--- src/rtl/dds_pkg.sv ---
// Shared types and constants for the multi-waveform DDS oscillator.
// Contents:
//   wave_mode_t  waveform selector (triangle, sawtooth, square, sine)
//   GAIN_ONE     unity gain for the default 16-bit Q1.15 gain input
//   DDS_LATENCY  clocks from tick cycle to out_valid
//   DUTY_RESET   square duty threshold after reset (50 %)
package dds_pkg;

  typedef enum logic [1:0] {
    WAVE_TRI = 2'd0,
    WAVE_SAW = 2'd1,
    WAVE_SQR = 2'd2,
    WAVE_SIN = 2'd3
  } wave_mode_t;

  localparam logic [15:0] GAIN_ONE    = 16'h8000;
  localparam int unsigned DDS_LATENCY = 3;
  localparam logic [7:0]  DUTY_RESET  = 8'h80;

endpackage

--- src/rtl/multi_wave_dds_sine_lut.sv ---
// Quarter-wave sine ROM with a registered read.
// Entry i = round((2^(OUT_W-1)-1) * sin(2*pi*(i+0.5)/2^ADDR_W)); the half-LSB
// phase shift makes the quarter symmetric so the other three quarters are
// produced by index inversion and negation in the caller.
// Ports:
//   clk_i   clock
//   addr_i  quarter-table index, ADDR_W-2 bits
//   data_o  unsigned magnitude, OUT_W-1 bits, valid one clock after addr_i
module sine_quarter_lut #(
  parameter int OUT_W  = 16,
  parameter int ADDR_W = 10
) (
  input  logic              clk_i,
  input  logic [ADDR_W-3:0] addr_i,
  output logic [OUT_W-2:0]  data_o
);

  localparam int  DEPTH = 2 ** (ADDR_W - 2);
  localparam real PI    = 3.14159265358979323846;
  localparam real AMP   = real'((2 ** (OUT_W - 1)) - 1);

  logic [OUT_W-2:0] rom [DEPTH];

  for (genvar i = 0; i < DEPTH; i++) begin : g_rom
    localparam real ANG = 2.0 * PI * (real'(i) + 0.5) / real'(2 ** ADDR_W);
    assign rom[i] = (OUT_W-1)'($rtoi(AMP * $sin(ANG) + 0.5));
  end

  always_ff @(posedge clk_i) begin
    data_o <= rom[addr_i];
  end

endmodule

--- src/rtl/multi_wave_dds.sv ---
// Multi-waveform DDS oscillator: triangle, sawtooth, square (programmable
// duty) or sine, with phase offset, Q1.(GAIN_W-1) gain and saturation.
// Three-stage pipeline: phase accumulate, waveform lookup, gain/saturate.
// Mode and duty are held in active registers that only reload on a phase
// wrap or on sync, so a waveform never switches mid-period.
// Ports:
//   clk_i, rst_i       clock, synchronous active-high reset
//   sample_en_i        advance phase and emit one sample
//   sync_i             zero the phase, load mode/duty, emit one sample
//   phase_step_i       tuning word
//   phase_offset_i     added to the phase before lookup only
//   mode_i, duty_i     pending waveform select and square threshold
//   gain_i             output gain, unsigned Q1.(GAIN_W-1)
//   sample_out_o       signed sample, held between valid pulses
//   out_valid_o        one pulse per sample
//   wrap_out_o         sample came from a wrapping accumulation
module multi_wave_dds
  import dds_pkg::*;
#(
  parameter int PHASE_W = 32,
  parameter int OUT_W   = 16,
  parameter int ADDR_W  = 10,
  parameter int GAIN_W  = 16
) (
  input  logic               clk_i,
  input  logic               rst_i,
  input  logic               sample_en_i,
  input  logic               sync_i,
  input  logic [PHASE_W-1:0] phase_step_i,
  input  logic [PHASE_W-1:0] phase_offset_i,
  input  logic [1:0]         mode_i,
  input  logic [7:0]         duty_i,
  input  logic [GAIN_W-1:0]  gain_i,
  output logic [OUT_W-1:0]   sample_out_o,
  output logic               out_valid_o,
  output logic               wrap_out_o
);

  localparam int P  = PHASE_W - 1;
  localparam int QW = ADDR_W - 2;
  localparam int PW = OUT_W + GAIN_W + 1;

  localparam logic signed [OUT_W-1:0] SQR_HI = OUT_W'((2 ** (OUT_W - 1)) - 1);
  localparam logic signed [OUT_W-1:0] SQR_LO = -SQR_HI;
  localparam logic signed [PW-1:0]    SAT_HI = PW'((2 ** (OUT_W - 1)) - 1);
  localparam logic signed [PW-1:0]    SAT_LO = -SAT_HI - PW'(1);
  localparam logic signed [PW-1:0]    RND    = PW'(2 ** (GAIN_W - 2));

  // stage 1: accumulator and active mode/duty
  logic [PHASE_W-1:0] acc_q, acc_d;
  logic               v1_q, v1_d, wrap1_q, wrap1_d;
  wave_mode_t         mode_q, mode_d;
  logic [7:0]         duty_q, duty_d;

  always_comb begin
    acc_d   = acc_q;
    v1_d    = 1'b0;
    wrap1_d = wrap1_q;
    mode_d  = mode_q;
    duty_d  = duty_q;
    if (sync_i) begin
      acc_d   = '0;
      v1_d    = 1'b1;
      wrap1_d = 1'b0;
      mode_d  = wave_mode_t'(mode_i);
      duty_d  = duty_i;
    end else if (sample_en_i) begin
      {wrap1_d, acc_d} = {1'b0, acc_q} + {1'b0, phase_step_i};
      v1_d = 1'b1;
      if (wrap1_d) begin
        mode_d = wave_mode_t'(mode_i);
        duty_d = duty_i;
      end
    end
  end

  // stage 2: waveform lookup from the post-update accumulator
  logic [PHASE_W-1:0] ph;
  logic [OUT_W-1:0]   u, f, raw_tri, raw_saw, raw_sqr, raw2_d, raw2_q;
  logic [QW-1:0]      lut_addr;
  logic [OUT_W-2:0]   lut_data;
  logic               v2_q, wrap2_q, sin2_q, neg2_q;

  always_comb begin
    ph      = acc_q + phase_offset_i;
    u       = ph[P-1 -: OUT_W];
    f       = ph[P] ? ~u : u;
    raw_tri = {~f[OUT_W-1], f[OUT_W-2:0]};
    raw_saw = {~ph[P], ph[P-1 -: OUT_W-1]};
    raw_sqr = (ph[P -: 8] < duty_q) ? SQR_HI : SQR_LO;
    // second and fourth quarters read the table backwards
    lut_addr = ph[P-1] ? ~ph[P-2 -: QW] : ph[P-2 -: QW];
    unique case (mode_q)
      WAVE_TRI: raw2_d = raw_tri;
      WAVE_SAW: raw2_d = raw_saw;
      WAVE_SQR: raw2_d = raw_sqr;
      default:  raw2_d = '0;
    endcase
  end

  sine_quarter_lut #(
    .OUT_W  (OUT_W),
    .ADDR_W (ADDR_W)
  ) u_lut (
    .clk_i  (clk_i),
    .addr_i (lut_addr),
    .data_o (lut_data)
  );

  // stage 3: gain, round half up, saturate
  logic signed [OUT_W-1:0]  raw3;
  logic signed [GAIN_W:0]   gain_s;
  logic signed [PW-1:0]     prod, scaled;
  logic [OUT_W-1:0]         y;

  always_comb begin
    if (sin2_q) begin
      raw3 = neg2_q ? -$signed({1'b0, lut_data}) : $signed({1'b0, lut_data});
    end else begin
      raw3 = $signed(raw2_q);
    end
    gain_s = $signed({1'b0, gain_i});
    prod   = PW'(raw3) * PW'(gain_s);
    scaled = (prod + RND) >>> (GAIN_W - 1);
    if (scaled > SAT_HI) begin
      y = SAT_HI[OUT_W-1:0];
    end else if (scaled < SAT_LO) begin
      y = SAT_LO[OUT_W-1:0];
    end else begin
      y = scaled[OUT_W-1:0];
    end
  end

  always_ff @(posedge clk_i) begin
    if (rst_i) begin
      acc_q        <= '0;
      v1_q         <= 1'b0;
      wrap1_q      <= 1'b0;
      mode_q       <= WAVE_TRI;
      duty_q       <= DUTY_RESET;
      v2_q         <= 1'b0;
      wrap2_q      <= 1'b0;
      sample_out_o <= '0;
      out_valid_o  <= 1'b0;
      wrap_out_o   <= 1'b0;
    end else begin
      acc_q        <= acc_d;
      v1_q         <= v1_d;
      wrap1_q      <= wrap1_d;
      mode_q       <= mode_d;
      duty_q       <= duty_d;
      v2_q         <= v1_q;
      wrap2_q      <= wrap1_q;
      out_valid_o  <= v2_q;
      wrap_out_o   <= v2_q & wrap2_q;
      if (v2_q) begin
        sample_out_o <= y;
      end
    end
  end

  always_ff @(posedge clk_i) begin
    raw2_q <= raw2_d;
    sin2_q <= (mode_q == WAVE_SIN);
    neg2_q <= ph[P];
  end

endmodule

--- config.mk ---
export PLATFORM = sky130hd
export DESIGN_NAME = multi_wave_dds
export DESIGN_NICKNAME = d
export VERILOG_FILES = /design/src/rtl/dds_pkg.sv /design/src/rtl/multi_wave_dds_sine_lut.sv /design/src/rtl/multi_wave_dds.sv
export SDC_FILE = /design/constraint.sdc
export NUM_CORES = 1
export LEC_CHECK = 0
export CAP_MARGIN = 20
export CORE_UTILIZATION = 51
export DETAILED_ROUTE_END_ITERATION = 16
export GPL_TIMING_DRIVEN = 0
export PLACE_DENSITY = 0.7
export SETUP_SLACK_MARGIN = 0.3
export SKIP_LAST_GASP = 1
export SYNTH_ARGS = -nofsm -noshare
export SYNTH_HDL_FRONTEND = slang
export SYNTH_HIERARCHICAL = 1
export SYNTH_SLANG_ARGS = --single-unit
--- constraint.sdc ---
create_clock -name clk_i -period 9.3 [get_ports clk_i]
set_input_delay 1.86 -clock clk_i [delete_from_list [all_inputs] [get_ports clk_i]]
set_output_delay 1.86 -clock clk_i [all_outputs]
set_load 0.03 [all_outputs]
==> results of run 1 <==
-- logic make-up (layout without fill, tap and decap cells) --
group	count (synthesis)	in the layout	share of synthesized area, %
AOI/OAI and AO/OA	602	602	21.2
xor gates and xnor gates	94	94	4.43
adders and majority gates	398	398	33.5
buffers and inverters	441	574	9.18
DFF	97	97	10.1
muxes	40	40	2.39
other	0	1	0
and+or+nand+nor	746	746	19.1
-- flip-flops by register name (all words and copies together), names as in the netlist --
| register | count |
|---|---|
| acc_q | 32 |
| raw2_q | 16 |
| sample_out_o | 16 |
| u_lut/data_o | 15 |
| duty_q | 8 |
| mode_q | 2 |
| neg2_q | 1 |
| out_valid_o | 1 |
| sin2_q | 1 |
| v1_q | 1 |
| v2_q | 1 |
| wrap1_q | 1 |
| wrap2_q | 1 |
| wrap_out_o | 1 |
-- metal layers --
layer	share of wire, %	track usage (%)	wire [microns]
met2	44	65.7	35300
met3	11	11.8	8780
met5	0.021	0	17
met4	6.3	22.3	5050
met1	39	51.2	31200
-- repair_timing --
| item | in CTS | in global routing |
|---|---|---|
| gates resized for setup | 22 | 65 |
| hold endpoints to repair | 0 | 0 |
| setup endpoints to repair | 19 | 19 |
| gates cloned | 0 | 0 |
| buffers inserted | 1 | 3 |
| pin swaps | 2 | 4 |
-- synthesized netlist by cell type, types with 5 or more instances --
cell	number
inv_1	290
nand2_1	223
ha_1	203
fa_1	195
nor2_1	153
o21ai_0	143
a21oi_1	130
dfxtp_1	97
clkbuf_1	95
and2_1	93
nor2b_1	83
xnor2_1	55
nor3_1	46
a21o_1	45
nand2b_1	37
buf_2	36
xor2_1	36
a211oi_1	33
mux2i_1	31
a31oi_1	28
nand3_1	27
o211ai_1	23
a311oi_1	19
nand4_1	18
o311ai_0	17
and3_1	15
o21a_1	15
or3_1	15
o31ai_1	14
o221a_2	13
or2_2	13
o221ai_1	12
o22ai_1	12
a211o_1	8
a221oi_1	7
a22oi_1	7
buf_1	7
o21bai_1	7
and4_1	6
buf_6	6
a2111oi_0	5
buf_4	5
o2bb2ai_1	5
o41ai_1	5
-- path summary, 6_finish.rpt --
path	from	to	slack, ns	cells after the start
worst max-delay path	phase_offset_i[17]	u_lut/data_o[0]	0.37	22
worst min-delay path	wrap2_q	wrap_out_o	0.44	1
worst max register to register	u_lut/data_o[1]	sample_out_o[14]	0.58	28
worst min register to register	wrap2_q	wrap_out_o	0.44	1
-- per-stage QoR --
step	setup WS, ns	cell area [sq um]	setup TNS (ns)	cells	hold slack (ns)
detailed placement	-0.479	21000	-6.95	3035	0.422
finish	0.372	21500	0	3056	0.439
global placement	-0.613	20900	-5.26	3032	0.410
floorplan	1.19	19200	0	2418	0.406
CTS	0.347	21300	0	3052	0.437
global route	0.126	21500	0	3055	0.459
-- layout make-up --
cell class,count,area [sq um],share of cell area [%]
buffer,149,724,3.37
antenna,1,2.50,0.0116
inverter,292,1100,5.09
sequential,97,1940,9.02
clock inverter,7,93.8,0.436
tap,504,631,2.93
clock buffer,9,225,1.05
timing repair buffer,117,1180,5.49
multi-input combinational,1880,15600,72.6
-- worst max-delay path, delay by kind of cell --
kind | cells | cell delay, ns
fa+ha+maj | 2 | 0.88
compound gates | 11 | 3.14
simple gates | 3 | 0.88
xor+xnor | 1 | 0.27
buf+inv | 5 | 2.08
==> impl_metrics.json, run 1 <==
{
  "io-pin-count": 112,
  "cp_max_fo": 10,
  "period_needed_ns": 8.93,
  "syn_area_sq_um": 19200,
  "slew_violations": 0,
  "ys_warn_count": 6,
  "rsz0062_at_grt": "yes",
  "syn_inst": 2418,
  "path_class": "in2reg",
  "antenna_found_initial": 1,
  "nFillCells": 3258,
  "vias_per_cell": 6.48,
  "syn_area_per_cell_sq_um": 7.95,
  "rows": 70,
  "cts.sink_count": 97,
  "synth_area_leaders": "fa_1, ha_1, dfxtp_1",
  "synthesis.nets": 2910,
  "synth_edf_count": 0,
  "hold_viol": 0,
  "area_growth_pct": 12.0,
  "fp.dieH_microns": 196,
  "root_buffer": "clkbuf_16",
  "max_clock_freq_ghz": 0.112,
  "die_w_microns": 196,
  "setup_violations": 0,
  "core_sq_um": 36900,
  "cts_tree": "built",
  "start_kind": "primary input",
  "final_core_util_pct": 58.4,
  "outcome": "finished, final reports clean",
  "gp_congestion": 1.07,
  "seq_area_frac_synth_pct": 10.1,
  "dpl.hpwl_microns": 61900,
  "cp_slowest_cell": "clkbuf_1",
  "grt_max_degree": 17,
  "routedWlPerCell_microns": 26.3,
  "first_iter_violations": 2254,
  "drive_gt1_share_pct": 6.55,
  "grt_pass1_vias": 20206,
  "crit_required_ns": 9.49,
  "clockBufferDepth": 2,
  "drc": 0,
  "grt_pass1_wl_microns": 120000,
  "max-cap-violations": 0,
  "synth_top_area_cell": "fa_1",
  "grt_overflow": 0,
  "worstSetupEndpointType": "flop",
  "nNetsFinal": 3038,
  "arrival_ns": 9.12,
  "grt_usage_pct": 41.5,
  "slowest_delay_ns": 0.59,
  "relSlewSlack_pct": 21.4,
  "ant_nets": 0,
  "clk_pin_slew_worst_paths_ns": 0.07,
  "mostFrequentLayoutCells": "inv_1, nand2_1, ha_1",
  "postCtsHoldBufs": 0,
  "fin_skew_ns": 0.00713,
  "synth_cell_types": 89,
  "worst_path_most_repeated_cell": "o21ai_0",
  "ys_ff_latch": 97,
  "cts_buffers": 9,
  "die_area_sq_um": 38500,
  "hp-class": "reg2reg",
  "synth_top_area_share_pct": 20.3,
  "clk-insertion-delay-late_ns": 0.35,
  "synth_ff_type": "dfxtp_1",
  "route.vias.total": 19817,
  "wl_microns": 80300,
  "async_flop_share_pct": 0,
  "initial_core_util_pct": 52.1,
  "drtPass1Iterations": 8,
  "min_period_over_period_pct": 96.0,
  "tightest_slew_ns": 1.18,
  "layout_commonest_cell": "inv_1",
  "crit_chain": "clkdlybuf4s50_1, ha_1, a211oi_1, o22ai_1, o41ai_1, o21ai_0, o2111ai_1, and2_1, o21ai_0, a31oi_1, buf_2, xnor2_2, clkbuf_4, inv_1, ha_1, clkbuf_1, nor2b_1, o21ai_1, o311ai_0, o21ai_0, a211oi_1, nor4_4",
  "htree_levels": 3,
  "io_buffers": 110
}
Power of run 1 is left out: the tool's default activity adds up to more than one toggle a clock period on the data nets, which glitch-free logic cannot reach.
==> inputs of run 2 (changes only) <==
--- a/config.mk
+++ b/config.mk
@@ -6,7 +6,9 @@
 export NUM_CORES = 1
 export LEC_CHECK = 0
 export CAP_MARGIN = 20
+export CORE_MARGIN = 2
 export CORE_UTILIZATION = 51
+export CTS_CLUSTER_DIAMETER = 60
 export DETAILED_ROUTE_END_ITERATION = 16
 export GPL_TIMING_DRIVEN = 0
 export PLACE_DENSITY = 0.7
==> run 2 against run 1 <==
- final area barely moved
- highest routed layer unchanged
- wire length rose by 2.4%
- utilization fell by 0.88 points
- flip-flop and latch count did not move
- clock skew fell by 0.0015 ns
- global-route usage rose by 0.28 points
- worst hold slack got worse by 0.0074 ns
- worst setup slack improved by 0.030 ns
- final cell count rose by 0.13%
- via count rose by 0.64%
==> impl_metrics.json, run 2 (same netlist as run 1, synthesis figures left out) <==
{
  "critPathLaunch": "phase_offset_i[17]",
  "path_class": "in2reg",
  "io_buffers": 110,
  "htree_levels": 3,
  "root_buffer": "clkbuf_16",
  "hp-class": "reg2reg",
  "initial_core_util_pct": 51.4,
  "r2r-end": "sample_out_o[11]",
  "arrival_ns": 9.08,
  "mostFrequentLayoutCells": "inv_1, nand2_1, ha_1",
  "min_period_over_period_pct": 95.7,
  "grt_max_degree": 16,
  "rsz0062_at_grt": "yes",
  "reg_top3": "acc_q (32), raw2_q (16), sample_out_o (16)",
  "area_growth_pct": 11.9,
  "worst_path_most_repeated_cell": "o21ai_0",
  "fin_skew_ns": 0.00558,
  "outcome": "finished, final reports clean",
  "regMostFlops": "acc_q",
  "hold_depth": 1,
  "vias_per_cell": 6.52,
  "worstSetupEndpointType": "flop",
  "tightest_slew_ns": 1.19,
  "insertedDiodeCount": 0,
  "antenna_found_initial": 6,
  "gp_congestion": 1.07,
  "cts.sink_count": 97,
  "cts_buffers": 9,
  "postCtsHoldBufs": 0,
  "clockBufferDepth": 2,
  "core_sq_um": 37400,
  "clk_pin_slew_worst_paths_ns": 0.07,
  "relSlewSlack_pct": 20.5,
  "final_core_util_pct": 57.5,
  "crit_chain": "clkdlybuf4s50_1, ha_1, a211oi_1, o22ai_1, o41ai_1, o21ai_0, o2111ai_1, and2_1, o21ai_0, a31oi_1, buf_2, xnor2_2, clkbuf_2, inv_1, ha_1, clkbuf_1, nor2b_1, o21ai_0, o311ai_0, o21ai_0, a211oi_1, nor4_2",
  "crit_required_ns": 9.48,
  "final_cell_area_sq_um": 21500,
  "grt_pass1_wl_microns": 122000,
  "cts_tree": "built",
  "hold_viol": 0,
  "ant_nets": 0,
  "reg2reg_slack_ns": 0.60,
  "die_w_microns": 198,
  "cp_slowest_cell": "clkbuf_1",
  "cp_max_fo": 10,
  "cp-endpoint": "u_lut/data_o[0]",
  "slowest_delay_ns": 0.58,
  "die_area_sq_um": 39200,
  "placedInstanceArea_sq_um": 21000,
  "layout_commonest_cell": "inv_1",
  "start_kind": "primary input",
  "fp.dieH_microns": 198,
  "reg2regPathDepth": 31,
  "nNetsFinal": 3036,
  "period_needed_ns": 8.90,
  "clk-insertion-delay-late_ns": 0.36,
  "setup_violations": 0,
  "grt_overflow": 0,
  "drive_gt1_share_pct": 6.63,
  "max-cap-violations": 0,
  "wl_microns": 82300,
  "largest_reg_flops": 32,
  "io-pin-count": 112,
  "route.vias.total": 19944,
  "rows": 71,
  "r2r-start": "u_lut/data_o[1]",
  "grt_usage_pct": 41.8,
  "slew_violations": 0,
  "grt_pass1_vias": 20368,
  "dpl.hpwl_microns": 63200,
  "routedWlPerCell_microns": 26.9,
  "first_iter_violations": 2161,
  "drc": 0,
  "max_clock_freq_ghz": 0.112,
  "drtPass1Iterations": 6
}
## run 2: worst min path at each step
stage	to	start	slack (ns)
after floorplan	wrap_out_o	wrap2_q	0.41
after global placement	wrap_out_o	wrap2_q	0.41
after detailed placement	wrap_out_o	wrap2_q	0.42
after CTS	wrap_out_o	wrap2_q	0.43
after global routing	wrap_out_o	wrap2_q	0.44
final	wrap_out_o	wrap2_q	0.43
## run 2: metrics by stage
stage / hold WS, ns / cells / setup TNS (ns) / setup slack [ns]
final: 0.431 / 3060 / 0 / 0.403
after global placement: 0.410 / 3039 / -5.97 / -0.523
after CTS: 0.435 / 3059 / 0 / 0.309
after global routing: 0.441 / 3060 / 0 / 0.291
after floorplan: 0.406 / 2418 / 0 / 1.19
after detailed placement: 0.420 / 3040 / -9.70 / -0.657
## run 2: per-layer routing
| layer | track usage [%] | share of wire [%] |
|---|---|---|
| met1 | 50.7 | 37 |
| met2 | 65.7 | 44 |
| met3 | 12.3 | 12 |
| met4 | 25.3 | 6.9 |
| met5 | 0 | 0.084 |
## run 2: timing repair
item / CTS / global route
setup endpoints to repair: 20 / 26
setup buffers: 3 / 1
resized for setup: 21 / 68
pin swaps: 2 / 1
## run 2: area by class of cell
class | instances | area, sq um
fill | 3204 | 15900
multi-input combinational | 1880 | 15600
sequential | 97 | 1940
timing repair buffer | 115 | 1170
inverter | 292 | 1100
buffer | 149 | 716
tap | 511 | 639
clock buffer | 11 | 253
clock inverter | 5 | 77.6
## run 2: worst max-delay path: cells and delay by family
family          cells  cell delay [ns]
buf+inv             5             2.18
xor+xnor            1             0.27
fa+ha+maj           2             0.89
simple gates        3             0.86
compound gates     11             2.99
Power of run 2 is left out for the same reason.
